File: config.mk
export PLATFORM = sky130hd
export DESIGN_NAME = symbol_packer
export DESIGN_NICKNAME = d
export VERILOG_FILES = /design/src/rtl/symbol_packer.sv
export SDC_FILE = /design/constraint.sdc
export NUM_CORES = 1
export LEC_CHECK = 0
export ABC_AREA = 1
export BUFFER_PORTS_ARGS = -buffer_cell sky130_fd_sc_hd__clkbuf_2
export CORE_ASPECT_RATIO = 1.5
export CORE_MARGIN = 4
export CORE_UTILIZATION = 55
export DETAILED_ROUTE_END_ITERATION = 10
export GPL_ROUTABILITY_DRIVEN = 0
export PLACE_DENSITY = 0.78
export SYNTH_ARGS = -nofsm -noshare
export SYNTH_HDL_FRONTEND = slang
export SYNTH_SLANG_ARGS = --single-unit
File: constraint.sdc
create_clock -name i_clk -period 2.35 [get_ports i_clk]
set_input_delay 0.1175 -clock i_clk [delete_from_list [all_inputs] [get_ports i_clk]]
set_output_delay 0.1175 -clock i_clk [all_outputs]
set_load 0.02 [all_outputs]
File: src/rtl/symbol_packer.sv
// symbol_packer
// Collects SYM_W-bit symbols into words of PQ_SYMBOLS symbols for the
// word-wide egress FIFO. Supports partial-word flush with padding, a single
// output register with backpressure, and a registered drop pulse for symbols
// offered while the packer cannot take them.
module symbol_packer #(
    parameter int               PQ_SYMBOLS = 4,
    parameter int               SYM_W      = 4,
    parameter bit               MSB_FIRST  = 1'b0,
    parameter logic [SYM_W-1:0] PAD_VAL    = '0,
    localparam int              NS_W       = $clog2(PQ_SYMBOLS + 1)
) (
    input  logic                        i_clk,
    input  logic                        i_rst,
    input  logic                        i_en,
    input  logic [SYM_W-1:0]            i_sym,
    output logic                        o_rdy,
    input  logic                        i_flush,
    output logic                        o_flush_ack,
    output logic [PQ_SYMBOLS*SYM_W-1:0] o_all_symbols,
    output logic [NS_W-1:0]             o_nsym,
    output logic                        o_valid,
    input  logic                        i_out_rdy,
    output logic                        o_drop
);

    localparam int                WORD_W   = PQ_SYMBOLS * SYM_W;
    localparam logic [NS_W-1:0]   LAST_CNT = NS_W'(PQ_SYMBOLS - 1);
    localparam logic [WORD_W-1:0] PAD_WORD = {PQ_SYMBOLS{PAD_VAL}};

    // fill counter, 0..PQ_SYMBOLS-1
    logic [NS_W-1:0]   cnt;
    // accumulator; slots not yet written always hold PAD_VAL
    logic [WORD_W-1:0] acc;

    logic              slot_free;
    logic              accept;
    logic              flush_take;
    logic              word_full;
    logic              emit;
    logic [NS_W-1:0]   fill;
    logic [NS_W-1:0]   wr_slot;
    logic [WORD_W-1:0] merged;

    // The output register can take a new word when it is empty or draining.
    assign slot_free   = !o_valid || i_out_rdy;

    // Only the symbol that completes a word needs room in the output register.
    assign o_rdy       = (cnt != LAST_CNT) || slot_free;
    assign accept      = i_en && o_rdy;

    assign flush_take  = i_flush && slot_free;
    assign o_flush_ack = flush_take;

    // Fill level including a symbol accepted this cycle.
    assign fill        = cnt + NS_W'(accept);
    assign word_full   = accept && (cnt == LAST_CNT);

    // A flush on an empty accumulator is acknowledged without producing a word.
    assign emit        = word_full || (flush_take && (fill != '0));

    assign wr_slot     = MSB_FIRST ? (LAST_CNT - cnt) : cnt;

    // Accumulator contents with this cycle's symbol written into its slot.
    always_comb begin
        merged = acc;
        if (accept) begin
            merged[int'(wr_slot)*SYM_W +: SYM_W] = i_sym;
        end
    end

    // Fill counter and accumulator; restart with pad slots after every emitted word.
    always_ff @(posedge i_clk or posedge i_rst) begin
        if (i_rst) begin
            cnt <= '0;
            acc <= PAD_WORD;
        end else if (emit) begin
            cnt <= '0;
            acc <= PAD_WORD;
        end else if (accept) begin
            cnt <= cnt + NS_W'(1);
            acc <= merged;
        end
    end

    // Output register: load on emit (also covers back-to-back), clear valid on drain.
    always_ff @(posedge i_clk or posedge i_rst) begin
        if (i_rst) begin
            o_all_symbols <= '0;
            o_nsym        <= '0;
            o_valid       <= 1'b0;
        end else if (emit) begin
            o_all_symbols <= merged;
            o_nsym        <= fill;
            o_valid       <= 1'b1;
        end else if (o_valid && i_out_rdy) begin
            o_valid       <= 1'b0;
        end
    end

    // Drop pulse for a symbol offered while the packer was stalled.
    always_ff @(posedge i_clk or posedge i_rst) begin
        if (i_rst) begin
            o_drop <= 1'b0;
        end else begin
            o_drop <= i_en && !o_rdy;
        end
    end

endmodule

# Word-level counts from Yosys, hierarchy flattened
# Index checks and enable logic that the tools add are counted.
# word_totals
output_inout_bits,23
reg_bits,40
wordCells,35
input_bits,9
# op_classes
shifts,2
n_eq_ne,2
n_addsub,3
reduce_logical,14
mux,8
# ops
cell,n
$mux 16,3
$neg 5->33,1
$shift 4x33->16 const A,1
$shiftx 4x33->16,1
$bwmux 16,1
$logic_and 1x1->1,6
$mux 3,2
$reduce_bool 2->1,2
$add 3x1->3,1
$add 3x1->3 const B,1
$eq 3x2->1 const B,1
$logic_or 1x1->1,3
$ne 3x2->1 const B,1
$reduce_bool 3->1,1
$logic_not 1->1,2
$mux 1,2

# Depth between registers and ports, before layout
# Gate-level depths: netlist of the first run.
# depth
depth_word,9
depth_mapped,16

# Least setup slack after synthesis of the first run
# OpenSTA, ideal clock, no wires.
# synth_timing
kind,reg-to-reg
startpoint,reg cnt[1]
endpoint,reg o_all_symbols[0]
t_arrival_ns,2.095
setup_slack_ns,0.137
required_ns,2.233
path_stages_with_launch,17
setup_time_ns,0.117
n_path_buf,1
path_cell_list,dfrtp_1 > ha_1 > ha_1 > nand3_2 > nand2_4 > nor2_1 > ha_1 > inv_1 > nand2_1 > nand2_1 > nor2_1 > nand3_1 > nand2_2 > nand2_4 > buf_6 > nand2_1 > nand2_1
# synth_between
elab_chain_cells,7
# synth_rtl
element,line,source
start: declaration,32,logic [NS_W-1:0] cnt;
start signal: assignment,81,cnt <= cnt + NS_W'(1);
$ne 3x2->1 (*),49,assign o_rdy = (cnt != LAST_CNT) || slot_free;
$logic_or 1x1->1 (*),49,
net o_rdy,17,"output logic o_rdy,"
$logic_and 1x1->1 (*),50,assign accept = i_en && o_rdy;
$add 3x1->3,56,assign fill = cnt + NS_W'(accept);
$reduce_bool 3->1,60,assign emit = word_full || (flush_take && (fill != '0));
$logic_and 1x1->1,60,
$logic_or 1x1->1,60,
end signal: assignment,93,o_all_symbols <= merged;
end: declaration,20,"output logic [PQ_SYMBOLS*SYM_W-1:0] o_all_symbols,"
# Mark *: on every way through the listed nets, which the timed path passes. The rest lies on a longest branch.
# A chain may end at the register's enable or synchronous reset.

# Worst setup path in the final report of the first run
# layout_timing
startpoint,reg cnt[0]
endpoint,reg acc[3]
# layout_between
elab_chain_cells,8
# layout_rtl
element,line,source
branches (longest 8 deep; another with $neg 5->33),--,
end signal: assignment,82,acc <= merged;
end: declaration,34,logic [WORD_W-1:0] acc;
# Several ways; the timed one is not identified. The select of a mux whose other input is x is not followed.

==> reports/qor.csv, run 1 <==
metric,value,unit
Netlist cell types,22,
number of inserted diodes,0,
Final period util,101.2,%
post-CTS setup buffers,0,
PwrDens,1190,mW/mm^2
Die W,56.95,um
post-layout util,72.24,%
GRT Total Usage,19.39,%
FMAX,0.4205,GHz
initial antenna violation count,0,
Num CTS Buffers,5,
first-pass GRT wire length,7031,um
Clock Path Buffers,2,
HP Class,in2reg,
Initial Util,57.33,%
grt total ovfl,0,
H-tree Lvls,2,
Antenna Nets Post-Route,0,
TritonCTS Sinks,40,
top_reg_cell synth,dfrtp_1,
vias in the first global route,1644,
post-synthesis instance total,233,
largest net degree at the start of global routing,41,
Via density,5.632,
die height,81.43,um
adder-cell area share of the yosys netlist,4.430,%
cell mode on critical path,ha_1,
Die Area,0.004637,mm^2
routed length per instance,17.05,um
initial DRC count,113,
CTS tree,yes,
register bit total from synthesis,40,
CP required,2.59,ns
slew margin rel.,24.32,%
Post-Synthesis Net Count,249,
pre-CTS setup slack,-0.01018,ns
Skew-Pair Late Insertion Delay,0.29,ns
leakage,1.332,nW
Non-Filler Instances,321,
share of layout cells above drive strength 1,26.52,%
MaxCap Viol Count,0,
Row Count,26,
post-route minimum period,2.378,ns
CP Buf/Inv Count,2,
Final Max Slew Viols,0,
Max IR drop VDD,922.5,uV
crit end category,flop,
hpwl dp,2828,um
post-synthesis mux area share,0,%
PortBufs,31,
residual DRC count,0,
status,finished with violations,
I/O pins,32,
WP data arrival,2.61,ns
critical path class,reg2reg,
"Clk pin slew, worst setup/hold paths",0.08,ns
simple-gate share of the synthesized area,31.14,%
Hold Fails Final Rpt,0,
crit-path cells,buf_4 > inv_1 > ha_1 > ha_1 > nor2_1 > nand3_2 > o21ai_0 > and2_1,
Synth Warn #,0,
DR vias,1808,
Post-Syn Area,0.001977,mm^2
final setup fails,2,
worst setup margin,-0.02797,ns
Worst Path Max Fanout,12,
Max stage delay on crit path,0.45,ns
CP max-delay cell,o21ai_0,
First-pass DRT Iterations,4,
placed cells,304,
syn avg cell area,8.485,um^2
Worst Clk Skew,0.004260,ns
CTS root buf,clkbuf_8,
post-route cell area,0.002491,mm^2
Final nets,294,
XOR/XNOR Fraction of Synth Area,0,%
Least-Margin Pin Slew,1.125,ns
ys async rst share,100.0,%
compound-cell area share of the yosys netlist,4.873,%
Post-synth EDFFs,0,
final WL,5472,um
startpoint types,flop,
Core ar.,0.003448,mm^2
failing checks,setup timing,
"Largest delay share family, worst path",adder cells,
largest family of logic cells by synthesized area,simple AND/OR/NAND/NOR gates,
Layout area overhead,26.01,%
sequential area share after synthesis,50.63,%
Placed Area,0.002147,mm^2
cells by family after synthesis:
| logic type | after synthesis |
|---|---|
| AO/OA/AOI/OAI | 18 |
| adder cells (fa/ha/maj) | 7 |
| buffers and inverters | 33 |
| flip-flops | 40 |
| AND/OR/NAND/NOR | 135 |
cell type report:
cell class / instances / area (um^2)
repair buffers: 41 / 284.0
inverters: 25 / 96.34
flip-flops and latches: 40 / 1001
fillers: 279 / 957.2
clock inverters: 3 / 42.54
well taps: 42 / 52.55
clock buffers: 5 / 68.82
multi-input cells: 165 / 945.9
power by group:
part	switching, mW	total (mW)	internal (mW)
Combinational	0.979	1.49	0.512
Clock	0.243	0.557	0.314
Sequential	0.0809	0.915	0.835
cell usage after synthesis (2+ instances only):
cell type,count,share of area [%]
a21oi_1,4,1.0
buf_6,4,2.3
nand2_4,2,1.1
nand2_1,74,14
nor3_1,2,0.51
inv_2,2,0.38
nand3_1,32,8.1
o21ai_1,3,0.76
buf_4,3,1.1
nor2_1,12,2.3
nand4_1,2,0.63
and2_1,4,1.3
dfrtp_1,40,51
o21ai_0,9,2.3
nand2_2,2,0.63
inv_1,23,4.4
nand3_2,4,2.0
ha_1,7,4.4
flip-flops by register name, indices dropped and copies added (netlist names):
register       count
o_valid            1
acc               16
o_all_symbols     16
cnt                3
o_drop             1
o_nsym             3
final timing paths:
kind                                                    start                            end  slack, ns  cells past startpoint
worst max-delay path                       cnt[0]$_DFFE_PP0P_             acc[3]$_DFFE_PP0P_      -0.03                      8
worst min-delay path                                     i_en               o_drop$_DFF_PP0_       0.09                      3
worst max register to register             cnt[0]$_DFFE_PP0P_             acc[3]$_DFFE_PP0P_      -0.03                      8
worst min register to register  o_all_symbols[12]$_DFFE_PP0P_  o_all_symbols[12]$_DFFE_PP0P_       0.51                      2
max in group asynchronous                               i_rst  o_all_symbols[10]$_DFFE_PP0P_       1.52                      4
min in group asynchronous                               i_rst  o_all_symbols[11]$_DFFE_PP0P_       0.48                      4
metrics by stage:
stage	setup TNS [ns]	hold WS, ns	total power, mW
global route	-1.895	0.09167	3.118
finish	-0.04850	0.08524	2.963
CTS	-0.07451	0.07768	2.518
detailed placement	-0.03130	0.2491	1.958
floorplan	0	0.2237	1.725
global placement	0	0.2442	1.935
worst reg2reg max path, stage by stage (launching register included):
cell     delay [ns]
dfrtp_1        0.37
buf_4          0.22
inv_1          0.15
ha_1           0.23
ha_1           0.36
nor2_1         0.19
nand3_2        0.16
o21ai_0        0.45
and2_1         0.19
per-layer routing:
layer | wire, um | GRT usage, %
met5 | 0 | 0
met1 | 1985 | 22.32
met2 | 2773 | 33.87
met3 | 449 | 4.245
met4 | 263 | 9.513
timing repair:
item | in CTS | in global routing
pin swaps | 0 | 4
gates cloned | 0 | 8
gates resized for setup | 0 | 21
setup endpoints to repair | 4 | 39
hold endpoints to repair | 40 | 0
hold buffers | 1 | 0
cell usage in the layout (no fill, tap or decap), drive strengths merged, types with 3 or more instances in the layout:
cell type	instances
nor3	3
nand2	83
dfrtp	40
inv	25
ha	7
and2	4
o21ai	12
a21oi	5
nor2	12
nand3	36
buf	7
clkbuf	38
Note: power is estimated with default switching activity, not from simulation.
==> run 2, diff against run 1 <==
- ABC_AREA: 1 -> unset
==> run 2 against run 1 <==
Compared with the run above: the run still ends with setup timing left; largest power group unchanged; critical path depth grew 4; worst setup slack lost 0.19 ns; wire length down 18%; global-route usage decreased by 0.85 points; sequential power is 2.7% lower; sequential share of layout area down 3.4 points; worst hold slack gained 0.10 ns; area after synthesis is 0.19% higher; non-clock buffer count up 22; utilization increased by 6.7 points; final area rose by 9.3%; via count decreased by 21%; highest routed layer unchanged.
==> reports/qor.csv, run 2 <==
metric,value,unit,change
grt total ovfl,0,,unchanged
Worst Clk Skew,0.004251,ns,-0.000008360 ns
post-synthesis mux area share,19.90,%,+20 points
"commonest non-fill, non-tap cell in the layout",dfrtp_1,,
hold slack,0.1858,ns,+0.1005 ns
most frequent cells in the layout,"dfrtp_1 (40), clkbuf_2 (31), buf_4 (21)",,
internal power,1.935,mW,+17%
ys async rst share,100.0,%,unchanged
Layout area overhead,37.46,%,
status,finished with violations,,
Synth Warn #,0,,unchanged
Switching Fraction,37.53,%,-6.4 points
final WL,4500,um,-18%
biggest regs,"acc x16, o_all_symbols x16",,
synth cell count leaders,"dfrtp_1 (40), mux2_2 (15), mux2i_1 (15)",,
post-synthesis instance total,163,,-30%
Num CTS Buffers,5,,unchanged
CTS root buf,clkbuf_8,,
residual DRC count,0,,unchanged
slew margin rel.,66.05,%,+42 points
Initial Util,57.44,%,+0.11 points
"top cells by area, synth","dfrtp_1 (51%), mux2_2 (8.5%), mux2i_1 (7.6%)",,
Netlist cell types,30,,+36%
Post-synth EDFFs,0,,unchanged
clock power share,14.7,%,-4.1 points
CP required,2.53,ns,-0.06 ns
CTS tree,yes,,
MaxCap Viol Count,0,,unchanged
PwrDens,1138,mW/mm^2,-4.4%
WP data arrival,2.75,ns,+0.14 ns
simple-gate share of the synthesized area,15.92,%,-15 points
HP Class,in2reg,,
startpoint types,flop,,
syn avg cell area,12.15,um^2,+43%
Hold Fails Final Rpt,0,,unchanged
number of inserted diodes,0,,unchanged
post-layout total power,3.097,mW,+4.5%
FMAX,0.3890,GHz,-7.5%
top_reg_cell synth,dfrtp_1,,
Worst Path Max Fanout,8,,-4
failing checks,setup timing,,
Non-Filler Instances,271,,-16%
Skew-Pair Late Insertion Delay,0.29,ns,about the same
I/O pins,32,,unchanged
Antenna Nets Post-Route,0,,unchanged
TritonCTS Sinks,40,,unchanged
P_sw,1.162,mW,-11%
Max IR drop VDD,779.9,uV,-15%
compound-cell area share of the yosys netlist,3.474,%,-1.4 points
largest net degree at the start of global routing,41,,unchanged
share of the synthesized area in the top cell type,50.54,%,-0.096 points
Final nets,244,,-17%
Clock Path Buffers,2,,unchanged
largest area contributor in the netlist,dfrtp_1,,
Placed Area,0.002318,mm^2,+8.0%
post-route minimum period,2.571,ns,+0.1927 ns
Row Count,26,,unchanged
Gate power share,56.6,%,+6.3 points
GRT busiest layer,met2,,
Seq pwr share,28.7,%,-2.2 points
"Clk pin slew, worst setup/hold paths",0.07,ns,about the same
worst setup margin,-0.2207,ns,-0.1927 ns
RSZ-0062 raised after global routing,true,,
Die Area,0.004645,mm^2,+0.17%
routed length per instance,16.61,um,-2.6%
leakage,1.408,nW,+5.8%
PortBufs,31,,unchanged
Via density,5.303,,-5.9%
DR vias,1437,,-21%
die height,81.50,um,about the same
Final Max Slew Viols,0,,unchanged
crit end category,flop,,
placed cells,249,,-18%
adder-cell area share of the yosys netlist,4.422,%,-0.0084 points
cell with the most instances after synthesis,dfrtp_1,,
initial antenna violation count,0,,unchanged
hpwl dp,2868,um,+1.4%
First-pass DRT Iterations,4,,unchanged
largest family of logic cells by synthesized area,multiplexers,,
Core ar.,0.003448,mm^2,unchanged
final setup fails,31,,+29
XOR/XNOR Fraction of Synth Area,0.4422,%,+0.44 points
vias in the first global route,1471,,-11%
GR Util met1,20.25,%,-2.1 points
GRT Total Usage,18.54,%,-0.85 points
first-pass GRT wire length,6624,um,-5.8%
sequential area share after synthesis,50.54,%,-0.096 points
Post-Syn Area,0.001981,mm^2,+0.19%
Final period util,109.4,%,+8.2 points
GR Util met2,33.98,%,+0.11 points
Least-Margin Pin Slew,0.5093,ns,-0.6158 ns
Post-Synthesis Net Count,179,,-28%
critical path class,reg2reg,,
share of layout cells above drive strength 1,48.47,%,+22 points
GR Util met3,5.346,%,+1.1 points
register bit total from synthesis,40,,unchanged
post-route cell area,0.002723,mm^2,+9.3%
initial DRC count,30,,-73%
H-tree Lvls,2,,unchanged
Die W,57.00,um,about the same
[run 2: final cells by class]
| cell class | instances | area [um^2] |
|---|---|---|
| tap | 42 | 52.55 |
| sequential | 40 | 1001 |
| fill | 217 | 725.7 |
| timing repair buffer | 63 | 479.2 |
| multi-input combinational | 103 | 1041 |
| inverter | 15 | 58.81 |
| clock buffer | 8 | 90.09 |
[run 2: logic make-up (layout without fill, tap and decap cells)]
group,after synthesis,after routing
simple gates,52,52
flops,40,40
mux,35,35
buf+inv,20,86
compound gates,8,8
fa+ha+maj,7,7
xor+xnor,1,1
[run 2: power by group through the flow]
stage               combinational (mW)  clock (mW)  sequential [mW]
CTS                               1.36       0.474            0.887
detailed placement                1.27           0            0.893
global route                      1.87       0.511            0.906
finish                            1.75       0.455            0.890
floorplan                        0.787           0            0.991
global placement                  1.23           0            0.886
[run 2: metrics by stage]
step	utilization, %	setup TNS (ns)	worst slack [ns]
after detailed placement	67.24	-4.034	-0.1951
after floorplan	-	-4.293	-0.2860
after global routing	78.96	-7.315	-0.3004
after global placement	67.24	-1.301	-0.08141
final	78.96	-4.280	-0.2207
after CTS	72.13	-3.086	-0.1671
[run 2: critical path, cell delays in order (launching register included)]
cell and delay (ns):
dfrtp_1 0.42, ha_4 0.18, ha_4 0.15, and3b_2 0.23
inv_4 0.07, nand2_4 0.06, nor2_4 0.10, ha_4 0.15
xor2_2 0.18, a211oi_2 0.09, o22ai_4 0.31, clkbuf_16 0.23
mux2_4 0.29
[run 2: metal layers]
metal | routed length (um) | part of all wire (%)
met5 | 0 | 0
met4 | 44 | 0.98
met3 | 151 | 3.4
met2 | 2538 | 56
met1 | 1766 | 39
[run 2: worst paths after layout]
check | start | end | slack (ns) | cells past startpoint
worst max-delay path | cnt[0]$_DFFE_PP0P_ | o_all_symbols[4]$_DFFE_PP0P_ | -0.22 | 12
worst min-delay path | i_sym[2] | acc[2]$_DFFE_PP0P_ | 0.19 | 3
worst max register to register | cnt[0]$_DFFE_PP0P_ | o_all_symbols[4]$_DFFE_PP0P_ | -0.22 | 12
worst min register to register | o_nsym[1]$_DFFE_PP0P_ | o_nsym[1]$_DFFE_PP0P_ | 0.51 | 1
max in group asynchronous | i_rst | o_all_symbols[14]$_DFFE_PP0P_ | 1.51 | 4
min in group asynchronous | i_rst | acc[5]$_DFFE_PP0P_ | 0.49 | 4
[run 2: timing repair]
| item | in CTS | in global routing |
|---|---|---|
| gates resized for setup | 5 | 35 |
| setup buffers | 6 | 5 |
| endpoints found under the hold margin | 40 | 0 |
| hold buffers | 1 | 0 |
| pin swaps | 0 | 4 |
| cloned | 0 | 2 |
| endpoints found under the setup margin | 28 | 39 |
==> run 3, diff against run 2 <==
- SKIP_LAST_GASP: unset -> 1
==> run 3 against run 2 <==
Compared with the run above: the flow still finishes with violations (setup timing); final cell count unchanged; worst setup slack improved by 0.0025 ns; sequential share of layout area up 0.12 points; sequential power about the same; die area unchanged; first-iteration DRC count up 60%; utilization is 0.25 points lower; flip-flop and latch count is the same; via count rose by 0.42%; critical endpoint unchanged; largest cell class unchanged; highest routed layer unchanged.
==> reports/qor.csv, run 3 (synthesis gave the netlist of run 2 again) <==
metric,value,unit,change
crit end category,flop,,
Clock Path Buffers,2,,unchanged
Final nets,244,,unchanged
vias in the first global route,1471,,unchanged
grt total ovfl,0,,unchanged
TritonCTS Sinks,40,,unchanged
residual DRC count,0,,unchanged
Hold Fails Final Rpt,0,,unchanged
worst reg2reg path depth,12,,unchanged
hold path depth,3,,unchanged
number of inserted diodes,0,,unchanged
PortBufs,31,,unchanged
Max stage delay on crit path,0.42,ns,about the same
final setup fails,31,,unchanged
worst hold path startpoint,i_sym[2],,
I/O pins,32,,unchanged
Antenna Nets Post-Route,0,,unchanged
Fill cells,218,,+0.46%
"Clk pin slew, worst setup/hold paths",0.07,ns,about the same
MaxCap Viol Count,0,,unchanged
cell mode on critical path,ha_4,,
slew margin rel.,65.98,%,-0.074 points
final WL,4511,um,+0.24%
routed length per instance,16.65,um,+0.24%
WP data arrival,2.74,ns,about the same
H-tree Lvls,2,,unchanged
Initial Util,57.44,%,unchanged
startpoint types,flop,,
CP max-delay cell,dfrtp_1,,
post-layout total power,3.091,mW,-0.19%
Skew-Pair Late Insertion Delay,0.29,ns,about the same
GRT Total Usage,18.54,%,unchanged
First-pass DRT Iterations,4,,unchanged
die height,81.50,um,unchanged
Worst Path Max Fanout,8,,unchanged
Row Count,26,,unchanged
initial DRC count,48,,+60%
critical path class,reg2reg,,
r2r endpoint,o_all_symbols[4]$_DFFE_PP0P_,,
first-pass GRT wire length,6624,um,unchanged
worst r2r src,cnt[0]$_DFFE_PP0P_,,
leakage,1.407,nW,about the same
PwrDens,1139,mW/mm^2,+0.14%
post-route minimum period,2.568,ns,-0.002496 ns
RSZ-0062 raised after global routing,true,,
initial antenna violation count,0,,unchanged
most frequent cells in the layout,"dfrtp_1 (40), clkbuf_2 (31), buf_4 (22)",,
Worst Hold End,acc[2]$_DFFE_PP0P_,,
"commonest non-fill, non-tap cell in the layout",dfrtp_1,,
FMAX,0.3894,GHz,about the same
CP required,2.53,ns,about the same
Die W,57.00,um,unchanged
Final Max Slew Viols,0,,unchanged
post-route cell area,0.002714,mm^2,-0.32%
status,finished with violations,,
DR vias,1443,,+0.42%
Final period util,109.3,%,about the same
Layout area overhead,37.02,%,
share of layout cells above drive strength 1,48.47,%,unchanged
Die Area,0.004645,mm^2,unchanged
Critical Path Start,cnt[0]$_DFFE_PP0P_,,
hpwl dp,2868,um,unchanged
failing checks,setup timing,,
Num CTS Buffers,5,,unchanged
CTS tree,yes,,
largest net degree at the start of global routing,41,,unchanged
Least-Margin Pin Slew,0.5104,ns,+0.001111 ns
Placed Area,0.002318,mm^2,unchanged
HP Class,in2reg,,
biggest regs,"acc x16, o_all_symbols x16",,
Via density,5.325,,+0.42%
Core ar.,0.003448,mm^2,unchanged
Max IR drop VDD,786.1,uV,+0.79%
worst setup margin,-0.2182,ns,+0.002496 ns
Worst Clk Skew,0.005508,ns,+0.001257 ns
crit-path cells,ha_4 > ha_4 > and3b_2 > inv_4 > nand2_4 > nor2_4 > ha_4 > xor2_2 > a211oi_2 > o22ai_4 > clkbuf_16 > mux2_4,,
CTS root buf,clkbuf_8,,
worst reg2reg setup slack,-0.22,ns,about the same
run 3: cell count changes in the layout (fill, tap and decap cells not counted):
cell    delta
nor2_4     -1
buf_6      -1
nor2_2     +1
buf_4      +1
run 3: through the flow:
step	cells	hold WS (ns)	setup WS, ns	TNS, ns	util [%]
floorplan	163	0.2891	-0.2860	-4.293	-
global route	271	0.1842	-0.3004	-7.356	78.70
finish	271	0.1838	-0.2182	-4.218	78.70
CTS	264	0.1598	-0.1671	-3.086	72.13
global placement	249	0.2378	-0.08141	-1.301	67.24
detailed placement	249	0.2452	-0.1951	-4.034	67.24
run 3: layer usage:
metal	share of wire, %	vias up	track usage [%]
met3	3.0	6	5.346
met5	0	-	0
li1	-	678	-
met2	56	24	33.98
met4	1.1	0	6.497
met1	40	735	20.25
run 3: final cells by class:
type | instances | area [um^2] | share of cell area, %
Inverter | 15 | 58.81 | 2.167
Sequential cell | 40 | 1001 | 36.88
Clock buffer | 8 | 90.09 | 3.320
Multi-Input combinational cell | 103 | 1036 | 38.17
Tap cell | 42 | 52.55 | 1.936
Timing Repair Buffer | 63 | 475.5 | 17.52
run 3: worst max-delay path by stage:
| stage | end | cells past startpoint | slack (ns) |
|---|---|---|---|
| final | o_all_symbols[4]$_DFFE_PP0P_ | 12 | -0.22 |
| after floorplan | o_all_symbols[3]$_DFFE_PP0P_ | 12 | -0.29 |
| after CTS | o_all_symbols[7]$_DFFE_PP0P_ | 12 | -0.17 |
| after global placement | o_all_symbols[3]$_DFFE_PP0P_ | 12 | -0.08 |
| after global routing | o_all_symbols[5]$_DFFE_PP0P_ | 12 | -0.30 |
| after detailed placement | o_all_symbols[5]$_DFFE_PP0P_ | 12 | -0.20 |
run 3: worst max-delay path: cells and delay by family (launching register included):
kind | cells | cell delay [ns]
XOR/XNOR | 1 | 0.18
flip-flops | 1 | 0.42
AND/OR/NAND/NOR | 3 | 0.39
AO/OA/AOI/OAI | 2 | 0.39
buffers and inverters | 2 | 0.30
adder cells (fa/ha/maj) | 3 | 0.48
multiplexers | 1 | 0.29
run 3: timing repair:
action	CTS	global route
hold endpoints to repair	40	0
buffers inserted	6	5
hold buffers	1	0
pin swaps	0	4
gates resized for setup	5	33
setup endpoints to repair	28	39
gates cloned	0	2
run 3: where the power goes:
group / switching, mW / leakage (nW) / internal, mW
Sequential: 0.0700 / 0.548 / 0.820
Clock: 0.219 / 0.0455 / 0.239
Combinational: 0.874 / 0.813 / 0.870
